File: src/rtl/alpha_mem_arb.sv
// Two-requester (IF/LS) arbiter sharing the single alpha_miu request/response channel.
// Optional build macro ALPHA_MEM_ARB_RR_EN swaps the LS-priority/starvation scheme for round-robin.

`ifndef PKT_W
`define PKT_W 64
`endif
`ifndef PKT_BITS
`define PKT_BITS 63:0
`endif
`ifndef PKT_VLD
`define PKT_VLD 63
`endif
`ifndef PKT_LAST
`define PKT_LAST 62
`endif
`ifndef PKT_SIZE
`define PKT_SIZE 61:60
`endif
`ifndef PKT_WE
`define PKT_WE 59
`endif
`ifndef PKT_ADDR
`define PKT_ADDR 55:32
`endif
`ifndef PKT_DATA
`define PKT_DATA 31:0
`endif
`ifndef REQ_SZ_LINE
`define REQ_SZ_LINE 2'd3
`endif

module alpha_mem_arb #(
    parameter int OUTST      = 4,
    parameter int STARVE_MAX = 3
) (
    input  logic             clk,
    input  logic             reset,
    input  logic [`PKT_BITS] if_req_pkt,
    output logic             if_req_ack,
    output logic [`PKT_BITS] if_resp_pkt,
    input  logic [`PKT_BITS] ls_req_pkt,
    output logic             ls_req_ack,
    output logic [`PKT_BITS] ls_resp_pkt,
    output logic [`PKT_BITS] miu_req_pkt,
    input  logic             miu_req_ack,
    input  logic [`PKT_BITS] miu_resp_pkt,
    output logic             resp_err
);

    localparam int AW = (OUTST > 1) ? $clog2(OUTST) : 1;

    typedef enum logic {S_IDLE = 1'b0, S_HOLD = 1'b1} state_t;
    typedef enum logic {OWN_LS = 1'b0, OWN_IF = 1'b1} own_t;

    state_t           state;
    state_t           state_nxt;
    own_t             grant;
    own_t             sel;
    logic             if_vld;
    logic             ls_vld;
    logic [`PKT_BITS] sel_pkt;
    logic             fwd_vld;
    logic             accept;

    logic [AW:0]      count;
    logic [AW-1:0]    wr_ptr;
    logic [AW-1:0]    rd_ptr;
    own_t             id_mem [OUTST];
    own_t             head;
    logic             full;
    logic             empty;
    logic             push;
    logic             pop;
    logic             resp_vld;
    logic             resp_ok;
    logic             err_q;

`ifdef ALPHA_MEM_ARB_RR_EN
    own_t             last_win;
`else
    logic [3:0]       starve_cnt;
`endif

    // Non-line requests are single-beat, so the MIU must always see LAST on them.
    function automatic logic [`PKT_BITS] force_last(input logic [`PKT_BITS] p);
        logic [`PKT_BITS] r;
        r = p;
        if (p[`PKT_SIZE] != `REQ_SZ_LINE) r[`PKT_LAST] = 1'b1;
        return r;
    endfunction

    assign if_vld = if_req_pkt[`PKT_VLD];
    assign ls_vld = ls_req_pkt[`PKT_VLD];
    assign full   = (count == (AW+1)'(OUTST));
    assign empty  = (count == '0);

    always_comb begin
        sel = OWN_LS;
        if (state == S_HOLD) begin
            sel = grant;
        end
`ifdef ALPHA_MEM_ARB_RR_EN
        else if (if_vld && ls_vld) begin
            sel = (last_win == OWN_IF) ? OWN_LS : OWN_IF;
        end
        else if (if_vld) begin
            sel = OWN_IF;
        end
`else
        else if (ls_vld && !(if_vld && starve_cnt == 4'(STARVE_MAX))) begin
            sel = OWN_LS;
        end
        else if (if_vld) begin
            sel = OWN_IF;
        end
`endif
    end

    // A full ID FIFO blocks new requests in IDLE; HOLD can only exist below full.
    assign sel_pkt     = (sel == OWN_IF) ? if_req_pkt : ls_req_pkt;
    assign fwd_vld     = !reset && sel_pkt[`PKT_VLD] && ((state == S_HOLD) || !full);
    assign miu_req_pkt = fwd_vld ? force_last(sel_pkt) : '0;
    assign accept      = miu_req_ack && miu_req_pkt[`PKT_VLD];
    assign if_req_ack  = accept && (sel == OWN_IF);
    assign ls_req_ack  = accept && (sel == OWN_LS);

    always_comb begin
        state_nxt = state;
        case (state)
            S_IDLE: if (fwd_vld && !miu_req_ack) state_nxt = S_HOLD;
            S_HOLD: if (miu_req_ack) state_nxt = S_IDLE;
        endcase
    end

    always_ff @(posedge clk) begin
        if (reset) begin
            state <= S_IDLE;
            grant <= OWN_LS;
        end else begin
            state <= state_nxt;
            if (state == S_IDLE && state_nxt == S_HOLD) grant <= sel;
        end
    end

`ifdef ALPHA_MEM_ARB_RR_EN
    always_ff @(posedge clk) begin
        if (reset)       last_win <= OWN_IF;
        else if (accept) last_win <= sel;
    end
`else
    always_ff @(posedge clk) begin
        if (reset) begin
            starve_cnt <= '0;
        end else if (!if_vld || if_req_ack) begin
            starve_cnt <= '0;
        end else if (ls_req_ack && starve_cnt != 4'(STARVE_MAX)) begin
            starve_cnt <= starve_cnt + 4'd1;
        end
    end
`endif

    // One FIFO entry per accepted request; a line burst pops only on its LAST beat.
    assign resp_vld = miu_resp_pkt[`PKT_VLD];
    assign push     = accept;
    assign pop      = resp_vld && miu_resp_pkt[`PKT_LAST] && !empty;
    assign head     = id_mem[rd_ptr];

    always_ff @(posedge clk) begin
        if (reset) begin
            wr_ptr <= '0;
            rd_ptr <= '0;
            count  <= '0;
        end else begin
            if (push) wr_ptr <= wr_ptr + 1'b1;
            if (pop)  rd_ptr <= rd_ptr + 1'b1;
            case ({push, pop})
                2'b10:   count <= count + 1'b1;
                2'b01:   count <= count - 1'b1;
                default: count <= count;
            endcase
        end
    end

    always_ff @(posedge clk) begin
        if (push) id_mem[wr_ptr] <= sel;
    end

    assign resp_ok     = !reset && resp_vld && !empty;
    assign if_resp_pkt = (resp_ok && head == OWN_IF) ? miu_resp_pkt : '0;
    assign ls_resp_pkt = (resp_ok && head == OWN_LS) ? miu_resp_pkt : '0;

    always_ff @(posedge clk) begin
        if (reset)                  err_q <= 1'b0;
        else if (resp_vld && empty) err_q <= 1'b1;
    end

    assign resp_err = err_q && !reset;

    a_one_ack: assert property (@(posedge clk) disable iff (reset) !(if_req_ack && ls_req_ack));
    a_no_ovf:  assert property (@(posedge clk) disable iff (reset) !(push && full));

endmodule

File: config.mk
export PLATFORM = sky130hd
export DESIGN_NAME = alpha_mem_arb
export DESIGN_NICKNAME = d
export VERILOG_FILES = /design/src/rtl/alpha_mem_arb.sv
export SDC_FILE = /design/constraint.sdc
export NUM_CORES = 1
export LEC_CHECK = 0
export CORE_AREA = 2 2 151 153
export CTS_CLUSTER_SIZE = 16
export DETAILED_ROUTE_END_ITERATION = 7
export DIE_AREA = 0 0 153 155
export PLACE_DENSITY = 0.45
export SLEW_MARGIN = 10
export SYNTH_ARGS = -nofsm -noshare
export SYNTH_HDL_FRONTEND = slang
export SYNTH_SLANG_ARGS = --single-unit
File: constraint.sdc
create_clock -name clk -period 5.8 [get_ports clk]
set_input_delay 1.16 -clock clk [delete_from_list [all_inputs] [get_ports clk]]
set_output_delay 1.16 -clock clk [all_outputs]
set_load 0.03 [all_outputs]
# Word level (Yosys, flattened, before mapping)
# Memories as Yosys holds them, arrays and structs flattened. A register that Yosys moved wholly into a read port is not among the register bits.
# Cells that the tools add are included.
# op_classes
add_sub_neg	5
eq_ne	6
muxes	16
bitwise	3
reduce_logical	29
# ops
operator	n
64-bit two-way mux	4
1-bit logical AND	18
1-bit two-way mux	8
1-bit zero test	6
3-bit case mux with 2 select lines	1
2-bit by 1-bit adder with 2-bit output, second input constant	2
4-bit by 1-bit adder with 4-bit output, second input constant	1
4-bit by 2-bit == test with 1-bit output, second input constant	1
2-bit two-way mux	2
4-bit by 2-bit inequality test with 1-bit output, second input constant	1
3-bit by 1-bit adder with 3-bit output, second input constant	1
3-bit == test, second input constant	1
3-bit zero test	1
1-bit NOT	3
3-bit by 1-bit subtractor with 3-bit output, second input constant	1
2-bit by 1-bit == test with 1-bit output, second input constant	1
2-bit == test, second input constant	1
1-bit logical OR	2
2-bit inequality test, second input constant	1
1-bit case mux with 2 select lines	1
2-bit nonzero test	1
2-bit OR reduction	1
# word_totals
register_bits	14
ram_bits	4
inputBits	195
out_inout_bits	195
elab_cells	67
memories	1
# memory_table
name	depth	word_bits	rd	rd_clocked_by_memory_dff	wr	line	source
id_mem	4	1	1	1	1	68	own_t id_mem [OUTST];

# Depth between registers and ports, before layout
# logic_depth
ltp_word	14
ltp_mapped	11
mapped_depth_nobuf	10

# Least setup slack after synthesis
# Ideal clock, no wire load.
# synth_path
path_kind	input to output
start	input port reset
end	output port miu_req_pkt[62]
arrival_ns	2.425
required_ns	4.640
slack_ns	2.215
stages	5
n_path_buf	2
cell_sequence	clkbuf_2 -> inv_1 -> o2111ai_2 -> buf_4 -> nor3_1
# synth_via
elab_chain_len	4
# synth_rtl
element	line	source
from (decl)	37	input logic reset,
1-bit zero test	121	assign fwd_vld = !reset && sel_pkt[`PKT_VLD] && ((state == S_HOLD) || !full);
1-bit logical AND (2 in a row)	121	
64-bit two-way mux	122	assign miu_req_pkt = fwd_vld ? force_last(sel_pkt) : '0;
to (decl)	44	output logic [`PKT_BITS] miu_req_pkt,
# No other way between the ends.

# Final worst setup path
# layout_path
start	input port if_req_pkt[63]
end	output port miu_req_pkt[42]
# layout_via
elab_chain_len	9
word_cells_on_any_way	10
classes_between	mux (5); reduce/logical (5)
# layout_rtl
element	line	source
from (decl)	38	input logic [`PKT_BITS] if_req_pkt,
1-bit logical AND	110	else if (ls_vld && !(if_vld && starve_cnt == 4'(STARVE_MAX))) begin
1-bit zero test	110	
1-bit logical AND	110	
1-bit two-way mux	110	
1-bit two-way mux	99	if (state == S_HOLD) begin
64-bit two-way mux *	120	assign sel_pkt = (sel == OWN_IF) ? if_req_pkt : ls_req_pkt;
1-bit logical AND (2 in a row)	121	
64-bit two-way mux *	122	
# Mark *: on every way between the ends. The rest lies on a longest branch, timed or not.

==> out/metrics.cfg <==
[outcome]
outcome=finished, final reports clean

[global_route]
use_met1_pct=14.6
grt_use_met2_pct=24.7
grt_pass1_vias=4144
antenna_found_initial=0
use_met3_pct=1.92
grt_pass1_wl_um=24200
busiest_layer=met2
grt_max_degree=65
overflow=0
grt_usage_pct=12.6

[layout]
drive_above_1_share_pct=3.03
fin_nets=1028
stdcell_count=1110
area_growth_pct=148
num_antenna_cells=0

[setup_path]
crit_fanout=26
critPathCaptureType=primary output
critPathKind=input pin to primary output
cpPeakStageDelay_ns=0.72
r2r_slack_ns=3.05
cp_cell_sequence=clkdlybuf4s50_1 > mux2i_1 > a31o_4 > clkinv_4 > buf_4 > nand2_1 > a21oi_1 > clkdlybuf4s50_1
crit_path_frequent_cell=clkdlybuf4s50_1
cpMaxStageDelayCell=clkdlybuf4s50_1
required_ns=4.64
cp_top_family=buffers and inverters
rr_worst_depth=10
arrival_ns=3.80
critPathLaunchType=input pin
r2r-end=count[2]
crit_buf_inv=4
r2r_start=state

[hold_path]
min-delay-start=err_q
hold_path_class=flip-flop to flip-flop
worstHoldEndpoint=err_q
min_path_cells=2

[placement]
io_buffers=389
placed_cells=1106
gp_congestion=0.758
dp_hpwl_um=13200

[cts]
htreeDepth=1
clk_latency_ns=0.25
cts_buffers=3
path_clk_slew_ns=0.05
cts_tree=yes
cts_max_path_buffers=2
hold_buffers=0
cts.sinks=20
postCtsSetupBuffers=0
cts_resized=0
cts_root_buf=clkbuf_16

[timing]
rsz0062_at_grt=no
fmax_mhz=202
worstMarginPinSlew_ns=0.661
finalCriticalPeriod_ns=4.96
finalMaxSlewViolations=0
finalCritPeriodShare_pct=85.5
setup_tns_ns=0
setup_viol=0
finalHoldViolCount=0
slew_headroom_pct=55.9
skew_ns=0.00142

[yosys]
ys_async_sr_fraction_pct=0
synth_top_area_share_pct=27.4
synth.area.top_cells=and2_1 27%, nand2_1 17%, a21oi_1 12%
ys_warn_count=0
synth-edff-count=4
yosysTopAreaCell=and2_1
synthDistinctLibCells=48
synthCells=458
syn_area_um2=2870
syn_avg_cell_area_um2=6.27
synth_seq_cells=20
synth-main-ff-cell=dfxtp_1
yosysSeqAreaShare_pct=15.3
syn_nets=660

[power_and_ir_drop]
powerDensity_nw_per_um2=112
p_leak_nw=2.69
ir_worst_vdd_uv=60.7

[routing]
vias=4286
antenna_left=0
drcViolationCount=0
vias_per_cell=3.86
wl_per_cell_um=14.4
routed_wl_um=15900
drt_iter0_markers=152
dr.pass1.iters=4

[job]
cap_violations=0

[die]
ios=390
initial_core_util_pct=12.9
die_area_um2=23700
core-area_um2=22200
die-width_um=153
die_h_um=155
rows=55

[synthesized netlist by cell type (all sizes together) (2+ instances only)]
cell,number
a211oi,3
a21oi,67
a31o,2
and2,127
and3,4
buf,21
clkbuf,14
dfxtp,16
edfxtp,4
ha,6
inv,9
mux2i,2
nand2,131
nand3,3
nor2,10
nor2b,3
nor3,5
o21ai,5
or3,2
or3b,2
xor2,4
[state kept, by name, summed over array words and instances, names as in the netlist, named ones only]
register	count
count	3
state	1
id_mem	4
err_q	1
wr_ptr	2
grant	1
rd_ptr	2
starve_cnt	4
[logic make-up (layout without fill, tap and decap cells)]
group                    Yosys count  count (layout)  share of synthesized area [%]
buffers and inverters             45             412                           8.58
multiplexers                       3               3                           1.48
adder cells (fa/ha/maj)            7               7                           3.31
AND/OR/NAND/NOR                  293             293                           52.6
flip-flops                        20              20                           15.3
AO/OA/AOI/OAI                     85              85                           17.2
XOR/XNOR                           5               5                           1.52
[layer usage]
layer | wire [um] | share of wire, % | vias up
met4 | 174 | 1.1 | 0
met1 | 6190 | 39 | 1857
met2 | 8670 | 54 | 205
met3 | 911 | 5.7 | 10
li1 | - | - | 2214
met5 | 0 | 0 | -
[how the worst max path moves through the flow]
stage / from / end / slack [ns] / depth (start not counted)
after floorplan: reset / miu_req_pkt[62] / 2.21 / 5
after global placement: if_req_pkt[63] / miu_req_pkt[42] / 0.84 / 8
after detailed placement: if_req_pkt[63] / miu_req_pkt[42] / 0.85 / 8
after CTS: if_req_pkt[63] / miu_req_pkt[42] / 0.84 / 8
after global routing: if_req_pkt[63] / miu_req_pkt[40] / 0.69 / 8
final: if_req_pkt[63] / miu_req_pkt[42] / 0.84 / 8
[area by class of cell]
cell class,count,area [um^2]
fill,2361,15100
timing repair buffer,398,3990
multi-input combinational,393,2200
sequential,20,440
tap,285,357
clock buffer,4,100
inverter,10,42.5
[worst register-to-register path: stages, from the launching register on]
cell     delay [ns]
dfxtp_1        0.47
or3b_1         0.46
o21ai_1        0.20
nor2_1         0.16
inv_1          0.15
ha_1           0.20
inv_1          0.06
fa_1           0.38
xor2_1         0.16
or3_1          0.30
a21oi_1        0.14
[stage by stage]
step / power [W] / instance area (um^2) / setup slack, ns / util (%) / hold WS (ns)
after floorplan: 0.000374 / 2870 / 2.21 / - / 0.429
after global placement: 0.000637 / 7030 / 0.836 / 31.6 / 0.470
after detailed placement: 0.000635 / 7030 / 0.849 / 31.6 / 0.457
after CTS: 0.000807 / 7130 / 0.837 / 32.1 / 0.470
after global routing: 0.000846 / 7130 / 0.692 / 32.1 / 0.510
final: 0.000796 / 7130 / 0.843 / 32.1 / 0.461
[placed cells by master (no fill, tap or decap), types with 2 or more instances in the layout]
cell type,Yosys,routed
a211oi_1,3,3
a21oi_1,67,67
and2_1,126,126
and3_1,4,4
buf_12,0,2
buf_4,11,7
clkbuf_16,0,4
clkdlybuf4s50_1,0,389
dfxtp_1,16,16
edfxtp_1,4,4
ha_1,6,6
inv_1,8,8
mux2i_1,2,2
nand2_1,131,131
nand3_1,3,3
nor2_1,10,10
nor2b_1,3,3
nor3_1,4,4
o21ai_0,4,4
or3_1,2,2
xor2_1,4,4
[report_power, final]
group | leakage (nW) | switching (W) | internal (W)
clock | 0.0493 | 0.0000490 | 0.000119
combinational | 2.48 | 0.000233 | 0.000242
sequential | 0.167 | 0.00000536 | 0.000148
Note: power is estimated with default switching activity, not from simulation.
